## config.mk

```make
export PLATFORM = sky130hd
export DESIGN_NAME = mem_arbiter_nch_flat
export DESIGN_NICKNAME = d
export VERILOG_FILES = /design/src/rtl/mem_arbiter_nch_pkg.sv /design/src/rtl/mem_arbiter_nch_if.sv /design/src/rtl/mem_arbiter_nch_rr_arbiter.sv /design/src/rtl/mem_arbiter_nch.sv /design/src/flat_wrapper.sv
export SDC_FILE = /design/constraint.sdc
export NUM_CORES = 1
export LEC_CHECK = 0
export BUFFER_PORTS_ARGS = -buffer_cell sky130_fd_sc_hd__buf_2
export CAP_MARGIN = 20
export CORE_MARGIN = 5
export CORE_UTILIZATION = 55
export CTS_BUF_LIST = sky130_fd_sc_hd__clkbuf_2 sky130_fd_sc_hd__clkbuf_4 sky130_fd_sc_hd__clkbuf_8
export DETAILED_ROUTE_END_ITERATION = 12
export PLACE_DENSITY = 0.84
export SLEW_MARGIN = 20
export SYNTH_ARGS = -nofsm -noshare
export SYNTH_HDL_FRONTEND = slang
export SYNTH_SLANG_ARGS = --single-unit
```

## constraint.sdc

```tcl
create_clock -name clk_in -period 4.17 [get_ports clk_in]
set_clock_uncertainty 0.05 [all_clocks]
set_input_delay 0.834 -clock clk_in [delete_from_list [all_inputs] [get_ports clk_in]]
set_output_delay 0.834 -clock clk_in [all_outputs]
set_load 0.03 [all_outputs]
```

## src/rtl/mem_arbiter_nch_pkg.sv

```systemverilog
// Shared constants for the N-channel byte-wide memory arbiter: FSM encoding,
// IO address decode and parameter-width helpers.
package mem_arbiter_nch_pkg;

  typedef logic [1:0] state_t;

  localparam logic [1:0] ST_IDLE = 2'd0;
  localparam logic [1:0] ST_RD   = 2'd1;
  localparam logic [1:0] ST_WR   = 2'd2;
  localparam logic [1:0] ST_DONE = 2'd3;

  // Addresses with [17:16] == IO_HI belong to the UART and honour io_buffer_full.
  localparam logic [1:0]  IO_HI  = 2'b11;
  localparam int unsigned IO_LSB = 16;

  function automatic int len_w(input int data_w);
    return $clog2(data_w / 8) + 1;
  endfunction

  function automatic int idx_w(input int num_ch);
    return (num_ch > 1) ? $clog2(num_ch) : 1;
  endfunction

endpackage

```

## src/rtl/mem_arbiter_nch_if.sv

```systemverilog
// Requester and memory-pin bundle of the arbiter; slave = arbiter side,
// master = the cache/LSB layer plus the RAM/IO pins.
interface mem_arbiter_nch_if
  import mem_arbiter_nch_pkg::*;
#(
  parameter int NUM_CH = 2,
  parameter int DATA_W = 32,
  parameter int ADDR_W = 32,
  parameter int LEN_W  = len_w(DATA_W)
);

  logic                       clear;
  logic [NUM_CH-1:0]          req_valid;
  logic [NUM_CH-1:0]          req_we;
  logic [NUM_CH*ADDR_W-1:0]   req_addr;
  logic [NUM_CH*LEN_W-1:0]    req_len;
  logic [NUM_CH*DATA_W-1:0]   req_wdata;
  logic [NUM_CH-1:0]          resp_done;
  logic [DATA_W-1:0]          resp_data;
  logic [7:0]                 mem_din;
  logic [7:0]                 mem_dout;
  logic [ADDR_W-1:0]          mem_a;
  logic                       mem_wr;
  logic                       io_buffer_full;

  modport slave (
    input  clear, req_valid, req_we, req_addr, req_len, req_wdata,
    input  mem_din, io_buffer_full,
    output resp_done, resp_data, mem_dout, mem_a, mem_wr
  );

  modport master (
    output clear, req_valid, req_we, req_addr, req_len, req_wdata,
    output mem_din, io_buffer_full,
    input  resp_done, resp_data, mem_dout, mem_a, mem_wr
  );

endinterface

```

## src/rtl/mem_arbiter_nch_rr_arbiter.sv

```systemverilog
// Combinational round-robin pick: first requester above ptr_i, wrapping.
module mem_arbiter_nch_rr_arbiter
  import mem_arbiter_nch_pkg::*;
#(
  parameter int NUM_CH = 2,
  parameter int IDX_W  = idx_w(NUM_CH)
) (
  input  logic [NUM_CH-1:0] req_i,
  input  logic [IDX_W-1:0]  ptr_i,
  output logic [NUM_CH-1:0] gnt_o,
  output logic [IDX_W-1:0]  idx_o,
  output logic              any_o
);

  logic             found;
  logic [IDX_W-1:0] cidx;

  always_comb begin
    found = 1'b0;
    cidx  = '0;
    gnt_o = '0;
    idx_o = '0;
    for (int k = 1; k <= NUM_CH; k++) begin
      cidx = IDX_W'((int'(ptr_i) + k) % NUM_CH);
      if (!found && req_i[cidx]) begin
        found       = 1'b1;
        gnt_o[cidx] = 1'b1;
        idx_o       = cidx;
      end
    end
    any_o = found;
  end

endmodule

```

## src/rtl/mem_arbiter_nch.sv

```systemverilog
// N-channel round-robin arbiter onto the byte-wide RAM/IO bus with
// multi-byte transfers, UART back-pressure and flush abort of reads.
//
// state   | meaning
// IDLE    | arbitrate, latch the granted request
// RD      | issue read addresses, capture bytes one cycle later
// WR      | drive one write byte per cycle, stall on full UART
// DONE    | one-cycle resp_done to the granted channel
module mem_arbiter_nch
  import mem_arbiter_nch_pkg::*;
#(
  parameter int                NUM_CH     = 2,
  parameter int                DATA_W     = 32,
  parameter int                ADDR_W     = 32,
  parameter int                LEN_W      = len_w(DATA_W),
  parameter logic [NUM_CH-1:0] FLUSH_MASK = {NUM_CH{1'b1}}
) (
  input  logic              clk_in,
  input  logic              rst_in,
  input  logic              rdy_in,
  mem_arbiter_nch_if.slave  bus
);

  localparam int               NB    = DATA_W / 8;
  localparam int               IDX_W = idx_w(NUM_CH);
  localparam logic [LEN_W-1:0] NB_L  = LEN_W'(NB);

  state_t            state_q, state_d;
  logic [IDX_W-1:0]  rr_q, rr_d;
  logic [NUM_CH-1:0] gnt_q, gnt_d;
  logic              we_q, we_d;
  logic [ADDR_W-1:0] addr_q, addr_d;
  logic [LEN_W-1:0]  len_q, len_d;
  logic [LEN_W-1:0]  i_q, i_d, i_nxt;
  logic [DATA_W-1:0] wdata_q, wdata_d;
  logic [DATA_W-1:0] rdata_q, rdata_d;
  logic [ADDR_W-1:0] mem_a_q, mem_a_d, a_prev_q;
  logic [7:0]        dout_q, dout_d;

  logic [NUM_CH-1:0] req_eff, arb_gnt;
  logic [IDX_W-1:0]  arb_idx;
  logic              arb_any;
  logic [ADDR_W-1:0] sel_addr;
  logic [LEN_W-1:0]  sel_len;
  logic [DATA_W-1:0] sel_wdata;
  logic              sel_we, len_ok, stall, flush_rd;

  assign req_eff = bus.req_valid & ~(bus.clear ? FLUSH_MASK : '0);

  mem_arbiter_nch_rr_arbiter #(
    .NUM_CH (NUM_CH),
    .IDX_W  (IDX_W)
  ) u_rr_arbiter (
    .req_i  (req_eff),
    .ptr_i  (rr_q),
    .gnt_o  (arb_gnt),
    .idx_o  (arb_idx),
    .any_o  (arb_any)
  );

  assign sel_addr  = bus.req_addr[int'(arb_idx)*ADDR_W +: ADDR_W];
  assign sel_len   = bus.req_len[int'(arb_idx)*LEN_W +: LEN_W];
  assign sel_wdata = bus.req_wdata[int'(arb_idx)*DATA_W +: DATA_W];
  assign sel_we    = bus.req_we[arb_idx];
  assign len_ok    = (sel_len != '0) && (sel_len <= NB_L);
  assign stall     = (mem_a_q[IO_LSB +: 2] == IO_HI) && bus.io_buffer_full;
  assign flush_rd  = bus.clear && !we_q && (|(gnt_q & FLUSH_MASK));
  assign i_nxt     = i_q + LEN_W'(1);

  always_comb begin
    state_d = state_q;
    rr_d    = rr_q;
    gnt_d   = gnt_q;
    we_d    = we_q;
    addr_d  = addr_q;
    len_d   = len_q;
    i_d     = i_q;
    wdata_d = wdata_q;
    rdata_d = rdata_q;
    mem_a_d = mem_a_q;
    dout_d  = dout_q;
    case (state_q)
      ST_IDLE: begin
        if (arb_any) begin
          gnt_d   = arb_gnt;
          rr_d    = arb_idx;
          we_d    = sel_we;
          addr_d  = sel_addr;
          len_d   = sel_len;
          wdata_d = sel_wdata;
          i_d     = '0;
          rdata_d = '0;
          if (!len_ok) begin
            state_d = ST_DONE;
          end else begin
            mem_a_d = sel_addr;
            dout_d  = sel_wdata[7:0];
            state_d = sel_we ? ST_WR : ST_RD;
          end
        end
      end
      ST_RD: begin
        if (flush_rd) begin
          state_d = ST_IDLE;
        end else begin
          // byte i-1 arrives now, its address having been driven last cycle
          for (int b = 0; b < NB; b++) begin
            if (LEN_W'(b + 1) == i_q) rdata_d[8*b +: 8] = bus.mem_din;
          end
          if (i_nxt < len_q) mem_a_d = addr_q + ADDR_W'(i_nxt);
          if (i_q == len_q) state_d = ST_DONE;
          else              i_d     = i_nxt;
        end
      end
      ST_WR: begin
        if (!stall) begin
          if (i_nxt == len_q) begin
            state_d = ST_DONE;
          end else begin
            i_d     = i_nxt;
            mem_a_d = addr_q + ADDR_W'(i_nxt);
            for (int b = 0; b < NB; b++) begin
              if (LEN_W'(b) == i_nxt) dout_d = wdata_q[8*b +: 8];
            end
          end
        end
      end
      default: state_d = ST_IDLE;
    endcase
  end

  always_ff @(posedge clk_in or negedge rst_in) begin
    if (!rst_in) begin
      state_q  <= ST_IDLE;
      rr_q     <= IDX_W'(NUM_CH - 1);
      gnt_q    <= '0;
      we_q     <= 1'b0;
      addr_q   <= '0;
      len_q    <= '0;
      i_q      <= '0;
      wdata_q  <= '0;
      rdata_q  <= '0;
      mem_a_q  <= '0;
      a_prev_q <= '0;
      dout_q   <= '0;
    end else if (rdy_in) begin
      state_q  <= state_d;
      rr_q     <= rr_d;
      gnt_q    <= gnt_d;
      we_q     <= we_d;
      addr_q   <= addr_d;
      len_q    <= len_d;
      i_q      <= i_d;
      wdata_q  <= wdata_d;
      rdata_q  <= rdata_d;
      mem_a_q  <= mem_a_d;
      a_prev_q <= mem_a_q;
      dout_q   <= dout_d;
    end
  end

  // While frozen, re-present the previous address so the RAM still returns
  // the byte that is due for capture on the first cycle after resume.
  assign bus.mem_a     = rdy_in ? mem_a_q : a_prev_q;
  assign bus.mem_wr    = rdy_in && (state_q == ST_WR) && !stall;
  assign bus.mem_dout  = dout_q;
  assign bus.resp_data = rdata_q;
  assign bus.resp_done = (rdy_in && (state_q == ST_DONE) && !flush_rd) ? gnt_q : '0;

endmodule

```

## src/flat_wrapper.sv

```systemverilog
// flat-port wrapper written by rule: the top's interface ports become plain ports
module mem_arbiter_nch_flat import mem_arbiter_nch_pkg::*;
#(
  parameter int                NUM_CH     = 2,
  parameter int                DATA_W     = 32,
  parameter int                ADDR_W     = 32,
  parameter int                LEN_W      = len_w(DATA_W),
  parameter logic [NUM_CH-1:0] FLUSH_MASK = {NUM_CH{1'b1}}
)
  (clk_in, rst_in, rdy_in, bus_clear, bus_req_valid, bus_req_we, bus_req_addr, bus_req_len, bus_req_wdata, bus_mem_din, bus_io_buffer_full, bus_resp_done, bus_resp_data, bus_mem_dout, bus_mem_a, bus_mem_wr);
  mem_arbiter_nch_if #(.NUM_CH(NUM_CH), .DATA_W(DATA_W), .ADDR_W(ADDR_W), .LEN_W(LEN_W)) bus_i ();
  input  logic clk_in;
  input  logic rst_in;
  input  logic rdy_in;
  input wire logic [$bits(bus_i.clear)-1:0] bus_clear;
  input wire logic [$bits(bus_i.req_valid)-1:0] bus_req_valid;
  input wire logic [$bits(bus_i.req_we)-1:0] bus_req_we;
  input wire logic [$bits(bus_i.req_addr)-1:0] bus_req_addr;
  input wire logic [$bits(bus_i.req_len)-1:0] bus_req_len;
  input wire logic [$bits(bus_i.req_wdata)-1:0] bus_req_wdata;
  input wire logic [$bits(bus_i.mem_din)-1:0] bus_mem_din;
  input wire logic [$bits(bus_i.io_buffer_full)-1:0] bus_io_buffer_full;
  output wire logic [$bits(bus_i.resp_done)-1:0] bus_resp_done;
  output wire logic [$bits(bus_i.resp_data)-1:0] bus_resp_data;
  output wire logic [$bits(bus_i.mem_dout)-1:0] bus_mem_dout;
  output wire logic [$bits(bus_i.mem_a)-1:0] bus_mem_a;
  output wire logic [$bits(bus_i.mem_wr)-1:0] bus_mem_wr;
  assign bus_i.clear = bus_clear;
  assign bus_i.req_valid = bus_req_valid;
  assign bus_i.req_we = bus_req_we;
  assign bus_i.req_addr = bus_req_addr;
  assign bus_i.req_len = bus_req_len;
  assign bus_i.req_wdata = bus_req_wdata;
  assign bus_i.mem_din = bus_mem_din;
  assign bus_i.io_buffer_full = bus_io_buffer_full;
  assign bus_resp_done = bus_i.resp_done;
  assign bus_resp_data = bus_i.resp_data;
  assign bus_mem_dout = bus_i.mem_dout;
  assign bus_mem_a = bus_i.mem_a;
  assign bus_mem_wr = bus_i.mem_wr;
  mem_arbiter_nch #(.NUM_CH(NUM_CH), .DATA_W(DATA_W), .ADDR_W(ADDR_W), .LEN_W(LEN_W), .FLUSH_MASK(FLUSH_MASK)) u_core (.clk_in(clk_in), .rst_in(rst_in), .rdy_in(rdy_in), .bus(bus_i));
endmodule
```

After elaboration in Yosys (flattened, before gate mapping)
Cells that the tools add are included.
{ "word_totals": {"reg_bits": 180, "elab_cells": 147, "inputBits": 151, "out_inout_bits": 75} }
{ "classes": {"magnitude_cmp": 7, "n_bitwise": 3, "addsub": 4, "eq_ne": 27, "n_shift": 3, "n_reduce_logical": 31, "mul": 1, "muxes": 56} }
{ "ops": {"columns": ["op", "count"], "rows": [
  ["32-bit two-way mux", 9],
  ["64-bit by 7-bit indexed part select with 32-bit output", 2],
  ["8-bit two-way mux", 12],
  ["32-bit one-hot mux with 3 select lines", 1],
  ["32-bit one-hot mux with 2 select lines", 1],
  ["32-bit by 3-bit adder with 32-bit output", 1],
  ["6-bit by 32-bit indexed part select with 3-bit output", 1],
  ["5-bit AND reduction", 5],
  ["2-bit two-way mux", 11],
  ["2-bit by 1-bit != test with 1-bit output, second input constant", 8],
  ["8-bit one-hot mux with 2 select lines", 1],
  ["3-bit two-way mux", 5],
  ["7-bit AND reduction", 2],
  ["2-bit by 3-bit == test with 1-bit output, first input constant", 4],
  ["1-bit two-way mux", 12],
  ["1-bit logical AND", 11],
  ["3-bit one-hot mux with 3 select lines", 1],
  ["2-bit != test, second input constant", 4],
  ["8-bit AND reduction", 1],
  ["1-bit by 3-bit == test with 1-bit output, first input constant", 2],
  ["2-bit == test, second input constant", 3],
  ["3-bit == test", 2],
  ["1-bit by 2-bit < comparator with 1-bit output, second input constant", 3],
  ["2-bit one-hot mux with 3 select lines", 1],
  ["21 further kinds", 29]
]} }

Depth between registers and ports, before layout
Gate-level depths: netlist (run 1).
{ "depth": {"word_depth": 16, "depth_mapped": 12, "depth_no_buf": 10} }

By module
A second synthesis (run 1) with hierarchy kept.
{ "unflattened": {"cells_unflattened": 860, "hier_area_um2": 9350.2} }
{ "by_module_without_submodules": {"columns": ["module", "instances", "area_per_inst_um2", "cells_per_inst"], "rows": [
  ["mem_arbiter_nch", 1, 9317.7, 855],
  ["mem_arbiter_nch_rr_arbiter", 1, 32.5, 5]
]} }

Least setup slack after synthesis (run 1)
OpenSTA, ideal clock, no wires.
{ "synth_path": {"path_type": "register -> register", "start": "reg u_core.i_q[0]", "end": "reg u_core.mem_a_q[25]", "path_stages_with_launch": 12, "slack_ps": 1072, "arrival_time_ps": 2925, "required_time_ps": 3996, "setup_ps": 124, "cell_sequence": "dfrtp_1 > ha_1 > ha_1 > inv_1 > clkbuf_1 > ha_1 > a31o_1 > a211o_1 > or3_4 > buf_6 > buf_6 > a211o_1"} }
{ "synth_via": {"elab_chain_cells": 5, "word_cells_on_any_way": 12, "cone_classes": "add/sub: 2; order compare: 1; eq/ne: 3; mux: 5; reduce/logical: 1"} }
{ "synth_rtl": {"columns": ["element", "line_no", "text"], "rows": [
  ["start: declaration", "mem_arbiter_nch.sv:34", "logic [LEN_W-1:0] i_q, i_d, i_nxt;"],
  ["start signal: assignment", "mem_arbiter_nch.sv:153", "i_q <= i_d;"],
  ["3-bit by 1-bit adder with 3-bit output *", "mem_arbiter_nch.sv:68", "assign i_nxt = i_q + LEN_W'(1);"],
  ["32-bit by 3-bit adder with 32-bit output", "mem_arbiter_nch.sv:110, mem_arbiter_nch.sv:121", null],
  ["32-bit two-way mux (on tied branches)", "mem_arbiter_nch.sv:117, mem_arbiter_nch.sv:110", null],
  ["32-bit two-way mux (on tied branches)", "mem_arbiter_nch.sv:116, mem_arbiter_nch.sv:103", null],
  ["32-bit one-hot mux with 3 select lines", "mem_arbiter_nch.sv:82", "case (state_q)"],
  ["end signal: assignment", "mem_arbiter_nch.sv:156", "mem_a_q <= mem_a_d;"],
  ["end: declaration", "mem_arbiter_nch.sv:37", "logic [ADDR_W-1:0] mem_a_q, mem_a_d, a_prev_q;"]
]} }
Every way passes the cells marked *; elsewhere a longest branch is shown, timed or not. The select of a mux whose other input is x is not followed.
A chain may end at the register's enable or synchronous reset.

Worst setup path after layout (run 1)
{ "layout_path": {"start": "reg u_core.i_q[0]", "end": "reg u_core.mem_a_q[23]"} }
The elaborated chain is that of the path after synthesis.

==> reports/metrics.yaml, run 1 <==
synth:
  synth_edf_count: 0
  synth_ff_type: "dfrtp_1"
  netlist.area_leader.share_pct: 48.6
  yosys-top-cells-area: "dfrtp_1, mux2_2, mux2i_1"
  syn_inst: 886
  synth_area_um2: 9220
  synth_top_area_cell: "dfrtp_1"
  async_flop_share_pct: 100
  avgSynthCellArea_um2: 10.4
  yosysSeqAreaShare_pct: 48.9
  synth_cell_types: 55
  yosys_warnings: 0
  ys_seq_elements: 180
  syn_nets: 1055
die:
  fp.dieH_um: 139
  core-area_um2: 16500
  num_rows: 47
  dieArea_um2: 19500
  start_util_pct: 55.8
  die-width_um: 139
  ioPinCount: 226
global_routing:
  grt_pass1_wl_mm: 36.1
  overflow: 0
  grt_start_max_net_pins: 91
  antenna_found_initial: 0
  grt_pass1_vias: 7235
  globalRouteTotalUtil_pct: 22.7
placed_design:
  placedCellCount: 1284
  gp_congestion: 0.813
  portBuffers: 225
  dp_slack_ns: 0.854
  dp_hpwl_mm: 16.1
  placed_area_um2: 10500
routing:
  drt_iter0_drc: 584
  totalWireLength_mm: 22.1
  wire_per_inst_um: 16.8
  dr.pass1.iters: 6
  ant_nets: 0
  via_count: 7265
  drc: 0
  vias_per_cell: 5.53
cells_and_area:
  layout.nets: 1252
  fin_cells: 1314
  antenna_cells: 0
  fin_area_um2: 10900
  final_layout_size_suffix_gt1_share_pct: 34.5
  syn2layout_area_growth_pct: 18.5
  n_fill_cell: 1298
worst_setup_path:
  path_class: "reg2reg"
  startpoint_type: "flop"
  r2r_setup_slack_ns: 0.82
  worst-r2r-cell-count: 9
  cp_top_family: "compound AO/OA/AOI/OAI gates"
  path_max_fanout: 65
  cp-end-kind: "flop"
  critPathMaxStageDelay_ns: 0.59
  crit_arrival_ns: 3.71
  rr_endpoint: "u_core.mem_a_q[23]"
  critPathRequiredTime_ns: 4.53
  path_depth: 9
  critPathSlowestCell: "or3_4"
  crit_top_cell: "ha_1"
  critical_path_buf_inv_count: 1
  r2r_start: "u_core.i_q[0]"
  crit_path_cell_trace: "ha_1 -> ha_1 -> inv_1 -> ha_1 -> a31o_1 -> a211o_1 -> or3_4 -> a211oi_1 -> a21o_1"
timing:
  finalHoldViolations: 0
  tightest_slew_ns: 0.860
  drv_slew: 0
  tns_ns: 0
  max_freq_mhz: 299
  fin_ws_ns: 0.820
  setup_viol: 0
  fin_crit_ns: 3.35
  relSlewSlack_pct: 42.6
  grt_setup_unrepaired: "no"
  min_period_over_period_pct: 80.3
clock_network:
  clock_sinks: 180
  cts_tree: "built"
  cts_resized: 0
  worstSkewPairLatency_ns: 0.46
  cts_buffers: 17
  post_cts_buffers: 0
  clock_path_buffers: 2
  clkTransAtPathRegs_ns: 0.09
  htree_num_levels: 4
  holdBufCountCts: 0
  cts_root_buffer: "clkbuf_8"
job:
  cap_violations: 0
min_path:
  hp-class: "in2async"
power_and_ir_drop:
  leakage_nw: 5.23
  p_per_area_nw_per_um2: 793
  vdd_drop_max_mv: 0.328
status:
  run_status: "complete, no violations"
## where the power goes
part / internal (mW) / switching, mW / leakage (nW)
registers: 2.58 / 0.529 / 2.19
logic: 1.61 / 2.59 / 2.81
clock network: 0.760 / 0.603 / 0.231
total: 4.95 / 3.72 / 5.23
## per-layer routing
layer	share of wire (%)	routed length (µm)	vias up	global-route usage [%]
li1	-	-	3497	-
met1	44	9660	3475	31.5
met2	48	10700	256	36.6
met3	6.1	1340	37	3.77
met4	2.0	450	0	7.31
met5	0	0	-	0
## through the flow
stage | hold WS [ns] | utilization, % | total power [mW]
finish | 0.376 | 66.1 | 8.67
global route | 0.448 | 66.1 | 9.28
CTS | 0.414 | 66.1 | 8.71
detailed placement | 0.416 | 63.3 | 7.32
global placement | 0.408 | 63.3 | 7.14
floorplan | 0.390 | - | 6.19
## worst max path at each step
stage | startpoint | end | slack (ns)
after floorplan | u_core.i_q[0] | u_core.mem_a_q[25] | 1.07
after global placement | u_core.i_q[0] | u_core.mem_a_q[25] | 0.99
after detailed placement | u_core.i_q[0] | u_core.mem_a_q[26] | 0.85
after CTS | u_core.i_q[0] | u_core.mem_a_q[23] | 0.83
after global routing | u_core.i_q[0] | u_core.mem_a_q[23] | 0.64
final | u_core.i_q[0] | u_core.mem_a_q[23] | 0.82
## registers in the layout, indices dropped and copies added, names as in the netlist, 2 cells and up
signal	cells
u_core.a_prev_q	32
u_core.addr_q	32
u_core.bus.mem_dout	8
u_core.bus.resp_data	32
u_core.gnt_q	2
u_core.i_q	3
u_core.len_q	3
u_core.mem_a_q	32
u_core.state_q	2
u_core.wdata_q	32
## cell usage in the layout, fill, tap and decap left out, types with 3 or more instances in the layout
cell	synthesis	layout
inv_1	23	23
ha_1	17	17
a21oi_1	64	64
dfrtp_1	179	179
and4_1	6	6
a211o_1	4	4
o21ai_0	52	52
and3_1	6	6
mux2i_1	59	59
nor4_1	5	5
xor2_1	14	14
a21o_1	4	4
nor3b_1	3	3
nor3_1	18	18
and2_1	15	14
mux2_2	101	101
nand4_1	4	4
clkbuf_8	0	20
bufinv_16	0	5
buf_4	4	8
a31oi_1	3	3
buf_2	9	224
o22ai_1	8	8
nor2b_1	4	4
nand3_1	19	19
xnor2_1	16	16
nand2_1	76	76
a221oi_1	7	7
a22o_1	3	3
or2_2	3	3
o31ai_1	4	4
a211oi_1	3	3
nor2_1	83	82
or3_1	3	3
## kinds of logic after synthesis
group / after synthesis / synth area share [%]
AND/OR/NAND/NOR: 252 / 12.7
flip-flops: 180 / 48.9
AO/OA/AOI/OAI: 166 / 10.6
multiplexers: 160 / 18.7
buffers and inverters: 80 / 3.70
XOR/XNOR: 30 / 2.85
adder cells (fa/ha/maj): 18 / 2.52
## final cells by class
class / count / area, µm² / share of cell area [%]
repair buffers: 234 / 1210 / 11.1
clock buffers: 21 / 283 / 2.59
multi-input cells: 626 / 4380 / 40.1
flip-flops and latches: 180 / 4510 / 41.2
clock inverters: 9 / 176 / 1.61
inverters: 24 / 90.1 / 0.824
well taps: 220 / 275 / 2.52
## synthesized netlist by cell type (2+ instances only)
cell / number
a211o_1: 4
a211oi_1: 3
a21o_1: 4
a21oi_1: 64
a221oi_1: 7
a22o_1: 3
a31oi_1: 3
and2_1: 15
and3_1: 6
and4_1: 6
buf_1: 6
buf_2: 9
buf_4: 4
buf_6: 2
clkbuf_1: 35
dfrtp_1: 179
ha_1: 17
inv_1: 23
mux2_2: 101
mux2i_1: 59
nand2_1: 76
nand3_1: 19
nand4_1: 4
nor2_1: 83
nor2b_1: 4
nor3_1: 18
nor3b_1: 3
nor4_1: 5
o2111ai_1: 2
o211ai_1: 2
o21a_1: 2
o21ai_0: 52
o21bai_1: 2
o22ai_1: 8
o31ai_1: 4
or2_2: 3
or3_1: 3
xnor2_1: 16
xor2_1: 14
(Power assumes the default switching activity.)
==> run 2: changes to the inputs <==
--- a/config.mk
+++ b/config.mk
@@ -8,10 +8,10 @@
 export BUFFER_PORTS_ARGS = -buffer_cell sky130_fd_sc_hd__buf_2
 export CAP_MARGIN = 20
 export CORE_MARGIN = 5
-export CORE_UTILIZATION = 55
+export CORE_UTILIZATION = 50
 export CTS_BUF_LIST = sky130_fd_sc_hd__clkbuf_2 sky130_fd_sc_hd__clkbuf_4 sky130_fd_sc_hd__clkbuf_8
 export DETAILED_ROUTE_END_ITERATION = 12
-export PLACE_DENSITY = 0.84
+export PLACE_DENSITY = 0.8
 export SLEW_MARGIN = 20
 export SYNTH_ARGS = -nofsm -noshare
 export SYNTH_HDL_FRONTEND = slang
==> constraint.sdc (replaced) <==
create_clock -name clk_in -period 2.84 [get_ports clk_in]
set_clock_uncertainty 0.05 [all_clocks]
set_input_delay 0.568 -clock clk_in [delete_from_list [all_inputs] [get_ports clk_in]]
set_output_delay 0.568 -clock clk_in [all_outputs]
set_load 0.03 [all_outputs]
==> reports/metrics.yaml, run 2 (same netlist as run 1, synthesis figures left out) <==
status:
  run_status: "complete, no violations"  # unchanged
clock_network:
  clock_path_buffers: 2  # unchanged
  clkTransAtPathRegs_ns: 0.09  # about the same
  worstSkewPairLatency_ns: 0.47  # was 0.46 ns
  htree_num_levels: 4  # unchanged
  cts_root_buffer: "clkbuf_8"  # unchanged
  cts_buffers: 17  # unchanged
  clock_sinks: 180  # unchanged
  cts_tree: "built"  # unchanged
timing:
  fin_crit_ns: 2.83  # was 3.35 ns
  max_freq_mhz: 353  # was 299 MHz
  fin_ws_ns: 0.0108  # was 0.820 ns
  finalHoldViolations: 0  # unchanged
  drv_slew: 0  # unchanged
  grt_setup_unrepaired: "yes"  # was no
  tns_ns: 0  # unchanged
  min_period_over_period_pct: 99.6  # was 80.3%
  setup_viol: 0  # unchanged
  relSlewSlack_pct: 55.4  # was 42.6%
  holdWs_ns: 0.341  # was 0.376 ns
  tightest_slew_ns: 0.664  # was 0.860 ns
routing:
  dr.pass1.iters: 5  # was 6
  wire_per_inst_um: 16.9  # was 16.8 µm
  vias_per_cell: 5.42  # was 5.53
  ant_nets: 0  # unchanged
  drt_iter0_drc: 430  # was 584
  drc: 0  # unchanged
  totalWireLength_mm: 22.7  # was 22.1 mm
  via_count: 7296  # was 7265
die:
  dieArea_um2: 21300  # was 19500 µm²
  core-area_um2: 18100  # was 16500 µm²
  num_rows: 49  # was 47
  fp.dieH_um: 146  # was 139 µm
  start_util_pct: 51.0  # was 55.8%
  ioPinCount: 226  # unchanged
  die-width_um: 146  # was 139 µm
worst_setup_path:
  cp-end-kind: "flop"  # unchanged
  crit_arrival_ns: 3.13  # was 3.71 ns
  path_max_fanout: 41  # was 65
  critPathRequiredTime_ns: 3.14  # was 4.53 ns
  path_class: "reg2reg"  # unchanged
  startpoint_type: "flop"  # unchanged
global_routing:
  grt_pass1_wl_mm: 37.3  # was 36.1 mm
  globalRouteTotalUtil_pct: 21.4  # was 22.7%
  grt_pass1_vias: 7284  # was 7235
  antenna_found_initial: 0  # unchanged
  grt_start_max_net_pins: 75  # was 91
  overflow: 0  # unchanged
cells_and_area:
  utilization_pct: 62.2  # was 66.1%
  final_layout_size_suffix_gt1_share_pct: 37.0  # was 34.5%
  fin_area_um2: 11200  # was 10900 µm²
  final_common_cell: "buf_2"  # unchanged
  layout_common_cells: "buf_2, dfrtp_1, mux2_2"  # unchanged
  antenna_cells: 0  # unchanged
  fin_cells: 1345  # was 1314
  syn2layout_area_growth_pct: 22.0  # was 18.5%
  layout.nets: 1272  # was 1252
power_and_ir_drop:
  total_power_mw: 13.1  # was 8.67 mW
  leakage_nw: 5.34  # was 5.23 nW
  vdd_drop_max_mv: 0.413  # was 0.328 mV
  p_per_area_nw_per_um2: 1160  # was 793 nW/µm²
placed_design:
  dp_slack_ns: -0.131  # was 0.854 ns
  portBuffers: 225  # unchanged
  gp_congestion: 0.854  # was 0.813
  placed_area_um2: 10700  # was 10500 µm²
  placedCellCount: 1308  # was 1284
  dp_hpwl_mm: 16.4  # was 16.1 mm
job:
  cap_violations: 0  # unchanged
min_path:
  hp-class: "in2reg"  # was in2async
## run 2: cell count changes in the layout (fill, tap and decap cells not counted), sizes merged
cell | before | now
dlygate4sd3 | 0 | 1
bufinv | 5 | 4
clkinvlp | 1 | 4
buf | 234 | 253
## run 2: power breakdown
| group | switching (mW) | total (mW) | internal, mW |
|---|---|---|---|
| clock | 0.932 | 1.97 | 1.04 |
| sequential | 0.790 | 4.57 | 3.78 |
| combinational | 3.89 | 6.52 | 2.63 |
| total | 5.61 | 13.1 | 7.46 |
## run 2: layer usage
metal | wire length, µm | track usage [%] | part of all wire, %
met1 | 10000 | 28.8 | 44
met2 | 11100 | 35.4 | 49
met3 | 1190 | 4.42 | 5.2
met4 | 359 | 5.70 | 1.6
met5 | 0 | 0 | 0
## run 2: area by class of cell
class | count | area [µm²]
tap | 229 | 287
timing repair buffer | 254 | 1420
clock inverter | 11 | 174
sequential | 180 | 4510
inverter | 24 | 93.8
fill | 1487 | 6840
clock buffer | 21 | 283
multi-input combinational | 626 | 4490
## run 2: repair_timing
item / 4_1_cts / 5_1_grt
endpoints found under the hold margin: 26 / 0
cloned: 0 / 0
endpoints found under the setup margin: 7 / 23
resized for setup: 0 / 14
hold buffers: 1 / 0
pin swaps: 1 / 1
buffers inserted: 2 / 2
## run 2: worst paths after layout
| path | startpoint | to | slack, ns | cells after the start |
|---|---|---|---|---|
| setup / recovery | u_core.i_q[1] | u_core.mem_a_q[25] | 0.01 | 9 |
| hold / removal | bus_req_wdata[21] | u_core.wdata_q[21] | 0.34 | 3 |
| setup reg to reg | u_core.i_q[1] | u_core.mem_a_q[25] | 0.01 | 9 |
| hold reg to reg | u_core.bus.mem_dout[0] | u_core.bus.mem_dout[0] | 0.43 | 2 |
| max in group asynchronous | rst_in | u_core.mem_a_q[3] | 1.35 | 3 |
| min in group asynchronous | rst_in | u_core.wdata_q[21] | 0.58 | 2 |
## run 2: worst max-delay path: stages (launching register included)
cell and delay [ns]:
dfrtp_1 0.42, ha_2 0.21, ha_4 0.28, clkinvlp_4 0.15, ha_4 0.26, a31o_1 0.20
a211o_1 0.30, or3_4 0.35, buf_12 0.18, a211o_1 0.30
==> run 3: changes to the inputs <==
--- a/config.mk
+++ b/config.mk
@@ -11,7 +11,7 @@
 export CORE_UTILIZATION = 50
 export CTS_BUF_LIST = sky130_fd_sc_hd__clkbuf_2 sky130_fd_sc_hd__clkbuf_4 sky130_fd_sc_hd__clkbuf_8
 export DETAILED_ROUTE_END_ITERATION = 12
-export PLACE_DENSITY = 0.8
+export PLACE_DENSITY = 0.78
 export SLEW_MARGIN = 20
 export SYNTH_ARGS = -nofsm -noshare
 export SYNTH_HDL_FRONTEND = slang
==> reports/metrics.yaml, run 3 (same netlist as run 1, synthesis figures left out) <==
global_routing:
  antenna_found_initial: 0  # unchanged
  grt_pass1_vias: 7297  # was 7284
  globalRouteTotalUtil_pct: 21.4  # about the same
  grt_pass1_wl_mm: 37.0  # was 37.3 mm
  grt_start_max_net_pins: 61  # was 75
  overflow: 0  # unchanged
timing:
  finalHoldViolations: 0  # unchanged
  relSlewSlack_pct: 36.4  # was 55.4%
  max_freq_mhz: 344  # was 353 MHz
  tightest_slew_ns: 0.946  # was 0.664 ns
  holdWs_ns: 0.0122  # was 0.341 ns
  fin_ws_ns: -0.0683  # was 0.0108 ns
  fin_crit_ns: 2.91  # was 2.83 ns
  min_period_over_period_pct: 102  # was 99.6%
  setup_viol: 9  # was 0
  drv_slew: 0  # unchanged
  grt_setup_unrepaired: "yes"  # unchanged
die:
  core-area_um2: 18100  # unchanged
  fp.dieH_um: 146  # unchanged
  dieArea_um2: 21300  # unchanged
  num_rows: 49  # unchanged
  start_util_pct: 51.0  # unchanged
  ioPinCount: 226  # unchanged
  die-width_um: 146  # unchanged
power_and_ir_drop:
  leakage_nw: 5.47  # was 5.34 nW
  vdd_drop_max_mv: 0.559  # was 0.413 mV
  p_per_area_nw_per_um2: 1170  # was 1160 nW/µm²
clock_network:
  cts_buffers: 17  # unchanged
  worstSkewPairLatency_ns: 0.46  # was 0.47 ns
  cts_tree: "built"  # unchanged
  cts_root_buffer: "clkbuf_8"  # unchanged
  clkTransAtPathRegs_ns: 0.09  # about the same
  holdBufCountCts: 0  # was 1
  htree_num_levels: 4  # unchanged
  clock_path_buffers: 2  # unchanged
  clock_sinks: 180  # unchanged
worst_setup_path:
  startpoint: "u_core.i_q[0]"  # was u_core.i_q[1]
  worst-r2r-cell-count: 9  # unchanged
  critPathRequiredTime_ns: 3.16  # was 3.14 ns
  crit_top_cell: "ha_4"
  cp-end-kind: "flop"  # unchanged
  cp_top_family: "compound AO/OA/AOI/OAI gates"  # unchanged
  critPathSlowestCell: "or3_4"  # was dfrtp_1
  critical_path_buf_inv_count: 2  # unchanged
  path_depth: 9  # unchanged
  path_class: "reg2reg"  # unchanged
  path_max_fanout: 8  # was 41
  startpoint_type: "flop"  # unchanged
  crit_arrival_ns: 3.23  # was 3.13 ns
  r2r_start: "u_core.i_q[0]"  # was u_core.i_q[1]
  critPathMaxStageDelay_ns: 0.48  # was 0.42 ns
  crit_path_cell_trace: "ha_4 -> ha_4 -> clkinvlp_4 -> ha_4 -> a31o_1 -> a211o_4 -> or3_4 -> buf_6 -> o31ai_2"  # was ha_2 -> ha_4 -> clkinvlp_4 -> ha_4 -> a31o_1 -> a211o_1 -> or3_4 -> buf_12 -> a211o_1
cells_and_area:
  layout.nets: 1287  # was 1272
  layout_common_cells: "buf_2, dfrtp_1, mux2_2"  # unchanged
  utilization_pct: 63.7  # was 62.2%
  final_common_cell: "buf_2"  # unchanged
  final_layout_size_suffix_gt1_share_pct: 39.6  # was 37.0%
  syn2layout_area_growth_pct: 24.9  # was 22.0%
  fin_cells: 1359  # was 1345
  antenna_cells: 0  # unchanged
status:
  run_status: "finished with violations"  # was complete, no violations
  violations: "negative setup slack"
routing:
  wire_per_inst_um: 17.3  # was 16.9 µm
  vias_per_cell: 5.41  # was 5.42
  drc: 0  # unchanged
  via_count: 7346  # was 7296
  ant_nets: 0  # unchanged
  drt_iter0_drc: 494  # was 430
  totalWireLength_mm: 23.5  # was 22.7 mm
  dr.pass1.iters: 5  # unchanged
job:
  cap_violations: 0  # unchanged
placed_design:
  gp_congestion: 0.820  # was 0.854
  placedCellCount: 1316  # was 1308
  portBuffers: 225  # unchanged
  dp_hpwl_mm: 16.7  # was 16.4 mm
min_path:
  hp-class: "in2async"  # was in2reg
## run 3: cell type report
cell class                 instances  area (µm²)
multi-input combinational        628        4640
timing repair buffer             267        1560
sequential                       180        4510
clock buffer                      23         292
fill                            1464        6570
clock inverter                     8         126
inverter                          24        93.8
tap                              229         287
## run 3: path summary, 6_finish.rpt
path	endpoint	slack (ns)
setup / recovery	u_core.mem_a_q[28]	-0.07
hold / removal	u_core.wdata_q[21]	0.01
setup reg to reg	u_core.mem_a_q[28]	-0.07
hold reg to reg	u_core.mem_a_q[23]	0.43
max in group asynchronous	u_core.mem_a_q[23]	1.99
min in group clk_in	u_core.wdata_q[15]	0.34
## run 3: through the flow
| step | TNS (ns) | setup slack, ns | instance area (µm²) | total power [mW] |
|---|---|---|---|---|
| 6_report | -0.311 | -0.0683 | 11500 | 13.5 |
| 5_1_grt | -1.71 | -0.136 | 11500 | 14.4 |
| 4_1_cts | -0.0310 | -0.0114 | 11300 | 13.1 |
| 3_5_place_dp | -0.605 | -0.169 | 10800 | 11.1 |
| 3_3_place_gp | -0.156 | -0.108 | 10800 | 10.8 |
| 2_1_floorplan | 0 | 0.0146 | 9280 | 9.19 |
## run 3: per-layer routing
layer	global-route usage, %	part of all wire, %	vias up	routed length [µm]
met5	0	0	-	0
met4	6.36	1.3	0	308
met3	4.30	4.6	23	1070
met2	36.1	51	204	12000
met1	28.0	43	3543	10100
li1	-	-	3576	-
## run 3: power by group
part	leakage (nW)	internal (mW)	switching (mW)
Sequential	2.19	3.78	0.794
Combinational	3.08	2.91	4.14
Clock	0.206	0.951	0.888
Total	5.47	7.65	5.82
## run 3: timing repair
action / 4_1_cts / 5_1_grt
setup buffers: 6 / 3
setup endpoints to repair: 12 / 32
resized for setup: 9 / 39
pin swaps: 1 / 14
cloned: 2 / 1
